[config.mk]
export PLATFORM = sky130hd
export DESIGN_NAME = seq_detect_ctrl
export DESIGN_NICKNAME = d
export VERILOG_FILES = /design/src/rtl/seq_detect_ctrl_pkg.sv /design/src/rtl/seq_ctrl_piso.sv /design/src/rtl/seq_detect_ctrl.sv
export SDC_FILE = /design/constraint.sdc
export NUM_CORES = 1
export LEC_CHECK = 0
export CAP_MARGIN = 15
export CORE_UTILIZATION = 45
export DETAILED_ROUTE_END_ITERATION = 7
export GPL_ROUTABILITY_DRIVEN = 0
export PLACE_DENSITY_LB_ADDON = 0.15
export SYNTH_ARGS = -nofsm -noshare
export SYNTH_HDL_FRONTEND = slang
export SYNTH_SLANG_ARGS = --single-unit
[constraint.sdc]
create_clock -name clk -period 1.9 [get_ports clk]
set_input_delay 0.38 -clock clk [delete_from_list [all_inputs] [get_ports clk]]
set_output_delay 0.38 -clock clk [all_outputs]
set_load 0.05 [all_outputs]
[src/rtl/seq_detect_ctrl_pkg.sv]
// Shared state encoding for the sequence-detector controller.
package seq_detect_ctrl_pkg;
    localparam int STATE_W = 3;

    localparam logic [STATE_W-1:0] ST_IDLE  = 3'd0;
    localparam logic [STATE_W-1:0] ST_CLEAR = 3'd1;
    localparam logic [STATE_W-1:0] ST_SHIFT = 3'd2;
    localparam logic [STATE_W-1:0] ST_DRAIN = 3'd3;
    localparam logic [STATE_W-1:0] ST_DONE  = 3'd4;
endpackage

[src/rtl/seq_ctrl_piso.sv]
// Parallel-in / serial-out shift register, LSB presented first.
module seq_ctrl_piso #(
    parameter int WORD_W = 8
) (
    input  logic              clk,
    input  logic              Reset,
    input  logic              load,
    input  logic              shift,
    input  logic [WORD_W-1:0] data,
    output logic              lsb
);
    logic [WORD_W-1:0] sreg;

    always_ff @(posedge clk or posedge Reset) begin
        if (Reset) begin
            sreg <= '0;
        end else if (load) begin
            sreg <= data;
        end else if (shift) begin
            sreg <= {1'b0, sreg[WORD_W-1:1]};
        end
    end

    assign lsb = sreg[0];
endmodule

[src/rtl/seq_detect_ctrl.sv]
// Serialises a parallel word into a sequence detector and collects its hits.
//
//   state | meaning
//   IDLE  | waiting for start; results from the last job held
//   CLEAR | det_clr high for one cycle, w_out low
//   SHIFT | one word bit per cycle on w_out, z sampled for the previous bit
//   DRAIN | w_out low, z sampled for the last bit
//   DONE  | done pulse, busy low
module seq_detect_ctrl
    import seq_detect_ctrl_pkg::*;
#(
    parameter int WORD_W = 8,
    parameter int CNT_W  = 4,
    parameter int IDX_W  = 3
) (
    input  logic              clk,
    input  logic              Reset,
    input  logic              start,
    input  logic [WORD_W-1:0] data_in,
    output logic              busy,
    output logic              done,
    output logic              w_out,
    output logic              det_clr,
    input  logic              z_in,
    output logic [CNT_W-1:0]  hit_count,
    output logic              hit_any,
    output logic [IDX_W-1:0]  first_hit_idx
);
    localparam logic [IDX_W-1:0] LAST_IDX = IDX_W'(WORD_W - 1);
    localparam logic [CNT_W-1:0] CNT_MAX  = '1;

    logic [STATE_W-1:0] state, next_state;
    logic [IDX_W-1:0]   bit_idx, sample_idx;
    logic               accept, shift_en, sample;
    logic               w_next, clr_next, done_next;
    logic               piso_lsb;

    seq_ctrl_piso #(.WORD_W(WORD_W)) u_piso (
        .clk   (clk),
        .Reset (Reset),
        .load  (accept),
        .shift (shift_en),
        .data  (data_in),
        .lsb   (piso_lsb)
    );

    always_ff @(posedge clk or posedge Reset) begin
        if (Reset) begin
            state <= ST_IDLE;
        end else begin
            state <= next_state;
        end
    end

    always_comb begin
        next_state = ST_IDLE;
        case (state)
            ST_IDLE:  next_state = start ? ST_CLEAR : ST_IDLE;
            ST_CLEAR: next_state = ST_SHIFT;
            ST_SHIFT: next_state = (bit_idx == LAST_IDX) ? ST_DRAIN : ST_SHIFT;
            ST_DRAIN: next_state = ST_DONE;
            ST_DONE:  next_state = ST_IDLE;
            default:  next_state = ST_IDLE;
        endcase
    end

    // Outputs are registered, so decode them from the state being entered.
    always_comb begin
        accept     = (state == ST_IDLE) && start;
        shift_en   = (next_state == ST_SHIFT);
        sample     = ((state == ST_SHIFT) && (bit_idx != '0)) || (state == ST_DRAIN);
        sample_idx = (state == ST_DRAIN) ? LAST_IDX : bit_idx - IDX_W'(1);
        w_next     = (next_state == ST_SHIFT) ? piso_lsb : 1'b0;
        clr_next   = (next_state == ST_CLEAR);
        done_next  = (next_state == ST_DONE);
    end

    always_ff @(posedge clk or posedge Reset) begin
        if (Reset) begin
            busy          <= 1'b0;
            done          <= 1'b0;
            w_out         <= 1'b0;
            det_clr       <= 1'b0;
            bit_idx       <= '0;
            hit_count     <= '0;
            hit_any       <= 1'b0;
            first_hit_idx <= '0;
        end else begin
            w_out   <= w_next;
            det_clr <= clr_next;
            done    <= done_next;

            if (accept) begin
                busy <= 1'b1;
            end else if (done_next) begin
                busy <= 1'b0;
            end

            bit_idx <= ((state == ST_SHIFT) && (bit_idx != LAST_IDX)) ?
                       bit_idx + IDX_W'(1) : '0;

            if (accept) begin
                hit_count     <= '0;
                hit_any       <= 1'b0;
                first_hit_idx <= '0;
            end else if (sample && z_in) begin
                if (hit_count != CNT_MAX) begin
                    hit_count <= hit_count + CNT_W'(1);
                end
                if (!hit_any) begin
                    hit_any       <= 1'b1;
                    first_hit_idx <= sample_idx;
                end
            end
        end
    end
endmodule

== After elaboration in Yosys (flattened, before gate mapping) ==
Index checks and enable logic that the tools add are counted.

* Flip-flop bits (word level): 26
* Input bits: 12
* Output and inout port bits: 12
* Word-level logic and storage cells: 54

* $add $sub $neg: 3
* Equality and inequality tests: 10
* Mux-type cells: 18
* Reduce and logical (&&, ||, !) cells: 13

{| class="wikitable"
|+ Operator list
! operator !! count
|-
| two-way mux 8 bit || 2
|-
| two-way mux 3 bit || 5
|-
| two-way mux 4 bit || 3
|-
| one-hot mux 3 bit (4 select lines) || 1
|-
| == test 3 x 2 -> 1 bit (second input constant) || 3
|-
| nonzero test 2 bit || 4
|-
| two-way mux 1 bit || 7
|-
| == test 3 x 1 -> 1 bit (second input constant) || 2
|-
| == test 3 bit (second input constant) || 2
|-
| adder 4 x 1 -> 4 bit (second input constant) || 1
|-
| logical AND 1 bit || 4
|-
| inequality test 4 bit (second input constant) || 1
|-
| AND reduction 2 bit || 2
|-
| adder 3 x 1 -> 3 bit (second input constant) || 1
|-
| logical NOT 3 bit || 1
|-
| inequality test 3 bit (second input constant) || 1
|-
| nonzero test 3 bit || 1
|-
| subtractor 3 x 1 -> 3 bit (second input constant) || 1
|-
| inequality test 2 x 1 -> 1 bit (second input constant) || 1
|-
| logical OR 1 bit || 1
|}

== Logic depth before layout (Yosys ltp) ==
Gate-level depths: netlist of the first run.

* Depth in word-level cells: 6
* Depth in mapped cells: 6
* Depth with buffers taken out: 6

== Hierarchy ==
Synthesis of the first run repeated with hierarchy kept, for this count alone.

* Cell total of the unflattened synthesis: 116
* Area, all modules: 1293.7 um^2

{| class="wikitable"
|+ Modules (own cells, without submodules)
! module !! instances !! cells an instance !! area an instance (um^2) !! seq. area each (um^2)
|-
| seq_detect_ctrl || 1 || 81 || 920.9 || 450.4
|-
| seq_ctrl_piso || 1 || 35 || 372.9 || 200.2
|}

== Worst setup path before layout of the first run ==
No wires, ideal clock.

* Path type: register -> register
* Start point: reg bit_idx[0]
* End point: reg u_piso.sreg[0]
* Library setup time: 137 ps
* Arrival: 1700 ps
* Data required time: 1763 ps
* Path slack: 63 ps
* Stages on the path, launching flop included: 7
* Path buffers: 0
* Period minus slack after synthesis: 1837 ps
* Path through: dfrtp_1 ha_1 ha_1 or4b_4 o21ai_4 mux2i_1 a21oi_1

* Longest elaborated chain between the ends: 5

{| class="wikitable"
|+ RTL lines
! item !! RTL line !! source
|-
| start, declared || seq_detect_ctrl.sv:33 || <nowiki>logic [IDX_W-1:0] bit_idx, sample_idx;</nowiki>
|-
| start signal, assigned || seq_detect_ctrl.sv:99 || <nowiki>bit_idx <= ((state == ST_SHIFT) && (bit_idx != LAST_IDX)) ?</nowiki>
|-
| == test 3 bit || seq_detect_ctrl.sv:60 || <nowiki>ST_SHIFT: next_state = (bit_idx == LAST_IDX) ? ST_DRAIN : ST_SHIFT;</nowiki>
|-
| two-way mux 1 bit || seq_detect_ctrl.sv:60 ||
|-
| one-hot mux 3 bit (4 select lines) || seq_detect_ctrl.sv:57 || <nowiki>case (state)</nowiki>
|-
| == test 3 x 2 -> 1 bit || seq_detect_ctrl.sv:70 || <nowiki>shift_en = (next_state == ST_SHIFT);</nowiki>
|-
| nonzero test 2 bit (no line) || - ||
|-
| end signal, assigned || seq_ctrl_piso.sv:18 || <nowiki>sreg <= data;</nowiki>
|-
| end signal, assigned || seq_ctrl_piso.sv:20 || <nowiki>sreg <= {1'b0, sreg[WORD_W-1:1]};</nowiki>
|-
| end, declared || seq_ctrl_piso.sv:12 || <nowiki>logic [WORD_W-1:0] sreg;</nowiki>
|}

Every way passes these cells.
A chain may end at the register's enable or synchronous reset.

== Worst setup path in the final report of the first run ==
* Start point: reg bit_idx[0]
* End point: reg u_piso.sreg[2]

Same word-level chain as after synthesis.

==> flow_metrics.env, run 1 <==
export IMPL_hold_viol=0
export IMPL_cts_clk_slew_worst_paths_ps=130
export IMPL_status="complete, no violations"
export IMPL_yosysTopAreaCell="dfrtp_1"
export IMPL_worst_pin_slew_ps=500
export IMPL_hp_class="in -> async"
export IMPL_fin_crit_sh_pct=98.6
export IMPL_clock_sinks=26
export IMPL_syn_to_final_growth_pct=28.9
export IMPL_dpl_cell_area_um2=1460
export IMPL_netlist_top_cells_area="dfrtp_1 (55%), mux2i_1 (8.5%), ha_1 (5.3%)"
export IMPL_cp_buffers_inverters=0
export IMPL_cts_max_level=1
export IMPL_io_buffer_count=23
export IMPL_endpoint_kind="flip-flop"
export IMPL_netlist_area_um2=1180
export IMPL_rsz0062_at_grt="yes"
export IMPL_cts_tree="built"
export IMPL_cap_violations=0
export IMPL_place_ws_ps=1.41
export IMPL_fin_cells=169
export IMPL_ys_seq_area_share_pct=55.0
export IMPL_cp_required_ps=2100
export IMPL_core_area_um2=2480
export IMPL_num_vias=869
export IMPL_dieArea_um2=2840
export IMPL_fin_nets=158
export IMPL_ff2ff_path_depth=6
export IMPL_grt_pass1_vias=770
export IMPL_synth_edf_count=0
export IMPL_worstPathMaxFanout=5
export IMPL_ys_ff_latch=26
export IMPL_syn_inst=109
export IMPL_layout_commonest_cell="dfrtp_1"
export IMPL_fp_row_count=18
export IMPL_place_hpwl_um=1560
export IMPL_setup_slack_ps=26.5
export IMPL_cts_buffers=3
export IMPL_clk_path_buf_depth=2
export IMPL_insertion_delay_ps=300
export IMPL_reg2reg_from="bit_idx[0]"
export IMPL_stdcell_area_um2=1520
export IMPL_antenna_left=0
export IMPL_grt_pass1_wl_um=3470
export IMPL_viasPerCell=5.14
export IMPL_die_height_um=53.3
export IMPL_swShare_pct=43.6
export IMPL_firstDrtPassIters=4
export IMPL_setup_viol=0
export IMPL_layout_common_cells="dfrtp_1 (26), nor2_1 (14), clkdlybuf4s50_1 (14)"
export IMPL_fin_crit_ps=1870
export IMPL_antenna_cells=0
export IMPL_pwr_share_seq_pct=38.8
export IMPL_p_per_area_nw_per_um2=1570
export IMPL_path_cells="ha_2 -> ha_4 -> or4b_4 -> o21ai_4 -> mux2i_1 -> a21oi_1"
export IMPL_ioPinCount=24
export IMPL_start_util_pct=47.7
export IMPL_synthArstFlopShare_pct=100
export IMPL_ir_drop_uv=1190
export IMPL_drc=0
export IMPL_critPathLaunch="bit_idx[0]"
export IMPL_rrSetupSlack_ps=30
export IMPL_slowest_delay_ps=560
export IMPL_yosysUniqueCellTypes=26
export IMPL_root_buffer="clkbuf_4"
export IMPL_gr_total_overflow=0
export IMPL_antenna_found_initial=0
export IMPL_fin_skew_ps=4.53
export IMPL_finalMaxSlewViolations=0
export IMPL_fmax_ghz=0.534
export IMPL_drtIter0Drc=11
export IMPL_worst_ep_arrival_time_ps=2070
export IMPL_clkPwrFrac_pct=9.3
export IMPL_yosysTopAreaCellShare_pct=55.0
export IMPL_slew_headroom_pct=66.6
export IMPL_yosysWarnings=0
export IMPL_drive_above_1_share_pct=18.0
export IMPL_timing_rr_end="u_piso.sreg[2]"
export IMPL_setup_worst_path_class="reg -> reg"
export IMPL_synth_ff_type="dfrtp_1"
export IMPL_drt_wl_total_um=2220
export IMPL_critPathTopFamily="simple AND/OR/NAND/NOR gates"
export IMPL_routedWlPerCell_um=13.1
export IMPL_synth_avg_cell_area_um2=10.8
export IMPL_internal_power_uw=1350
export IMPL_power_switching_uw=1040
export IMPL_combPwrFrac_pct=51.9
export IMPL_leakagePower_uw=0.000745
export IMPL_die_w_um=53.3
export IMPL_track_usage_pct=17.3
export IMPL_cp_start_kind="flip-flop"
export IMPL_slowest_stage="or4b_4"
export IMPL_grt_max_degree=27
export IMPL_syn_nets=126
export IMPL_dp_cells=164
power groups by stage:
stage | combinational, µW | sequential [µW] | clock (µW)
floorplan | 607 | 1200 | 0
global placement | 1200 | 926 | 0
detailed placement | 1220 | 937 | 0
CTS | 1240 | 926 | 233
global route | 1360 | 956 | 252
finish | 1240 | 926 | 221
kinds of logic after synthesis:
family / Yosys count / share of synthesized area (%)
adders and majority gates: 5 / 5.29
xor gates and xnor gates: 2 / 1.48
AOI/OAI and AO/OA: 19 / 9.63
muxes: 10 / 8.47
buffers and inverters: 11 / 4.23
and+or+nand+nor: 36 / 15.9
DFF: 26 / 55.0
registers in the layout, summed over array words and instances (netlist names):
| name | flops |
|---|---|
| first_hit_idx | 3 |
| hit_count | 4 |
| det_clr | 1 |
| state | 3 |
| busy | 1 |
| bit_idx | 3 |
| done | 1 |
| u_piso.sreg | 8 |
| hit_any | 1 |
| w_out | 1 |
how the worst max path moves through the flow:
stage                       endpoint  cells past startpoint
floorplan             u_piso.sreg[0]                      6
global placement    first_hit_idx[1]                      5
detailed placement  first_hit_idx[2]                      5
CTS                   u_piso.sreg[6]                      6
global route          u_piso.sreg[6]                      6
finish                u_piso.sreg[2]                      6
worst register-to-register path, cell delays in order (launching register included):
cell,delay [ps]
dfrtp_1,410
ha_2,210
ha_4,160
or4b_4,560
o21ai_4,140
mux2i_1,220
a21oi_1,80
cell usage after synthesis (3+ instances only):
cell and number:
a21oi_1 11, a31oi_1 3, dfrtp_1 26, ha_1 5, inv_1 7, mux2i_1 10, nand2_1 8, nor2_1 14
o21ai_0 3
what timing repair did:
item,CTS,global route
endpoints found under the hold margin,0,0
hold buffers,0,0
pin swaps,0,4
resized for setup,1,7
buffers inserted,0,1
cloned,1,0
setup endpoints to repair,2,11
layout make-up:
cell class / instances / area, µm²
clock buffers: 3 / 22.5
fillers: 220 / 953
inverters: 7 / 26.3
multi-input cells: 73 / 515
flip-flops and latches: 26 / 651
well taps: 30 / 37.5
repair buffers: 30 / 272
routing by layer:
metal | global-route usage (%) | part of all wire [%]
met5 | 0 | 0
met2 | 27.1 | 47
met3 | 2.59 | 3.5
met4 | 6.58 | 1.5
met1 | 23.9 | 48
per-stage QoR:
| stage | hold WS [ps] | utilization, % | setup TNS, ps | power (µW) |
|---|---|---|---|---|
| after floorplan | 420 | - | 0 | 1800 |
| after global placement | 480 | 58.8 | 0 | 2120 |
| after detailed placement | 487 | 58.8 | 0 | 2160 |
| after CTS | 433 | 60.0 | 0 | 2400 |
| after global routing | 464 | 61.5 | -300 | 2570 |
| final | 424 | 61.5 | 0 | 2390 |
No activity file was read; power rests on OpenSTA's default activity.
==> inputs of run 2 (changes only) <==
--- a/config.mk
+++ b/config.mk
@@ -10,6 +10,7 @@
 export DETAILED_ROUTE_END_ITERATION = 7
 export GPL_ROUTABILITY_DRIVEN = 0
 export PLACE_DENSITY_LB_ADDON = 0.15
+export SLEW_MARGIN = 20
 export SYNTH_ARGS = -nofsm -noshare
 export SYNTH_HDL_FRONTEND = slang
 export SYNTH_SLANG_ARGS = --single-unit
==> results of run 2 <==
Final layout, timing and power as in run 1 (identical DEF).
==> inputs of run 3 (changes only) <==
--- a/config.mk
+++ b/config.mk
@@ -6,6 +6,7 @@
 export NUM_CORES = 1
 export LEC_CHECK = 0
 export CAP_MARGIN = 15
+export CORE_MARGIN = 2
 export CORE_UTILIZATION = 45
 export DETAILED_ROUTE_END_ITERATION = 7
 export GPL_ROUTABILITY_DRIVEN = 0
==> run 3 against run 2 <==
Clock skew up 4.1 ps. Combinational power about the same. First-iteration DRC count down 9.1%. Largest cell class unchanged. Sequential cell count unchanged. Sequential share of layout area down 0.69 points. Register-to-register slack about the same. Wire length up 4.7%. Final cell count up 1.8%. Global-route usage down 1.2 points. Highest routed layer unchanged. Total power up 3.0%. Final area up 1.6%. Die area up 7.7%.
==> flow_metrics.env, run 3 (same netlist as run 1, synthesis figures left out) <==
export IMPL_largest_reg_flops=8
export IMPL_track_usage_pct=16.1
export IMPL_setup_worst_path_class="reg -> reg"
export IMPL_grt_pass1_wl_um=3970
export IMPL_ioPinCount=24
export IMPL_drt_wl_total_um=2320
export IMPL_fmax_ghz=0.538
export IMPL_swShare_pct=42.9
export IMPL_stdcell_area_um2=1550
export IMPL_finalMaxSlewViolations=0
export IMPL_pwr_share_seq_pct=37.3
export IMPL_status="complete, no violations"
export IMPL_die_w_um=55.3
export IMPL_drtIter0Drc=10
export IMPL_grt_max_degree=27
export IMPL_dieArea_um2=3050
export IMPL_antenna_found_initial=0
export IMPL_syn_to_final_growth_pct=31.0
export IMPL_core_area_um2=2480
export IMPL_internal_power_uw=1400
export IMPL_drive_above_1_share_pct=18.3
export IMPL_antenna_left=0
export IMPL_layout_common_cells="dfrtp_1 (26), buf_4 (15), nor2_1 (14)"
export IMPL_worst_ep_arrival_time_ps=2060
export IMPL_num_vias=889
export IMPL_fin_skew_ps=8.67
export IMPL_setup_tns_ps=0
export IMPL_reg_top3="u_piso.sreg: 8 flops, hit_count: 4 flops"
export IMPL_power_switching_uw=1060
export IMPL_routedWlPerCell_um=13.5
export IMPL_start_util_pct=47.7
export IMPL_setup_viol=0
export IMPL_clkPwrFrac_pct=11.0
export IMPL_antenna_cells=0
export IMPL_fin_crit_sh_pct=97.9
export IMPL_root_buffer="clkbuf_4"
export IMPL_cp_start_kind="flip-flop"
export IMPL_die_height_um=55.3
export IMPL_insertion_delay_ps=310
export IMPL_worst_pin_slew_ps=515
export IMPL_clock_sinks=26
export IMPL_slew_headroom_pct=65.6
export IMPL_gr_total_overflow=0
export IMPL_cts_tree="built"
export IMPL_cts_clk_slew_worst_paths_ps=140
export IMPL_drc=0
export IMPL_cap_violations=0
export IMPL_p_per_area_nw_per_um2=1590
export IMPL_io_buffer_count=23
export IMPL_clk_path_buf_depth=2
export IMPL_hp_class="in -> async"
export IMPL_cts_buffers=3
export IMPL_ir_drop_uv=1110
export IMPL_combPwrFrac_pct=51.7
export IMPL_viasPerCell=5.17
export IMPL_dp_cells=166
export IMPL_fin_cells=172
export IMPL_cp_required_ps=2100
export IMPL_cts_max_level=1
export IMPL_fp_row_count=18
export IMPL_place_hpwl_um=1710
export IMPL_leakagePower_uw=0.000784
export IMPL_grt_pass1_vias=892
export IMPL_dpl_cell_area_um2=1470
export IMPL_layout_commonest_cell="dfrtp_1"
export IMPL_regMostFlops="u_piso.sreg"
export IMPL_fin_nets=160
export IMPL_rsz0062_at_grt="yes"
export IMPL_fin_crit_ps=1860
export IMPL_firstDrtPassIters=4
export IMPL_endpoint_kind="flip-flop"
export IMPL_worstPathMaxFanout=5
export IMPL_cts_hold_buffers=0
export IMPL_hold_viol=0
export IMPL_hold_ws_ps=403
export IMPL_power_uw=2460
[run 3: cell type report]
cell class	count	area, µm²
Sequential cell	26	651
Timing Repair Buffer	32	293
Tap cell	30	37.5
Fill cell	218	928
Multi-Input combinational cell	73	505
Clock buffer	4	36.3
Inverter	7	26.3
[run 3: final timing paths]
path | from | to | slack, ps | depth (start not counted)
max in group asynchronous | Reset | state[0] | 1250 | 3
min | Reset | hit_count[2] | 400 | 3
min in group clk | busy | busy | 510 | 2
max | bit_idx[1] | u_piso.sreg[1] | 40 | 6
min reg2reg | busy | busy | 510 | 2
max reg2reg | bit_idx[1] | u_piso.sreg[1] | 40 | 6
[run 3: per-stage QoR]
stage | util, % | worst slack (ps)
CTS | 61.4 | 4.53
global placement | 59.4 | 30.5
finish | 62.5 | 40.8
global route | 62.5 | -47.7
detailed placement | 59.4 | -11.4
floorplan | - | 62.5
[run 3: worst max-delay path, cell delays in order, from the launching register on]
cell and delay, ps:
dfrtp_1 420, ha_2 200, ha_4 150, or4b_4 520, o21ai_4 140, mux2i_1 230
a21oi_1 80
[run 3: routing by layer]
layer | up-vias | wire [µm] | global-route usage [%]
li1 | 438 | - | -
met1 | 436 | 1020 | 21.6
met2 | 13 | 1200 | 26.5
met3 | 2 | 80 | 2.81
met4 | 0 | 15 | 5.23
met5 | - | 0 | 0
[run 3: what timing repair did]
item | CTS | global route
gates cloned | 1 | 0
setup buffers | 0 | 1
pin swaps | 0 | 1
resized for setup | 2 | 5
endpoints found under the setup margin | 7 | 8
[run 3: power by group through the flow]
stage | Clock [µW] | Combinational, µW | Sequential, µW
after floorplan | 0 | 607 | 1200
after global placement | 0 | 1220 | 920
after detailed placement | 0 | 1260 | 932
after CTS | 284 | 1290 | 920
after global routing | 308 | 1390 | 948
final | 271 | 1270 | 916
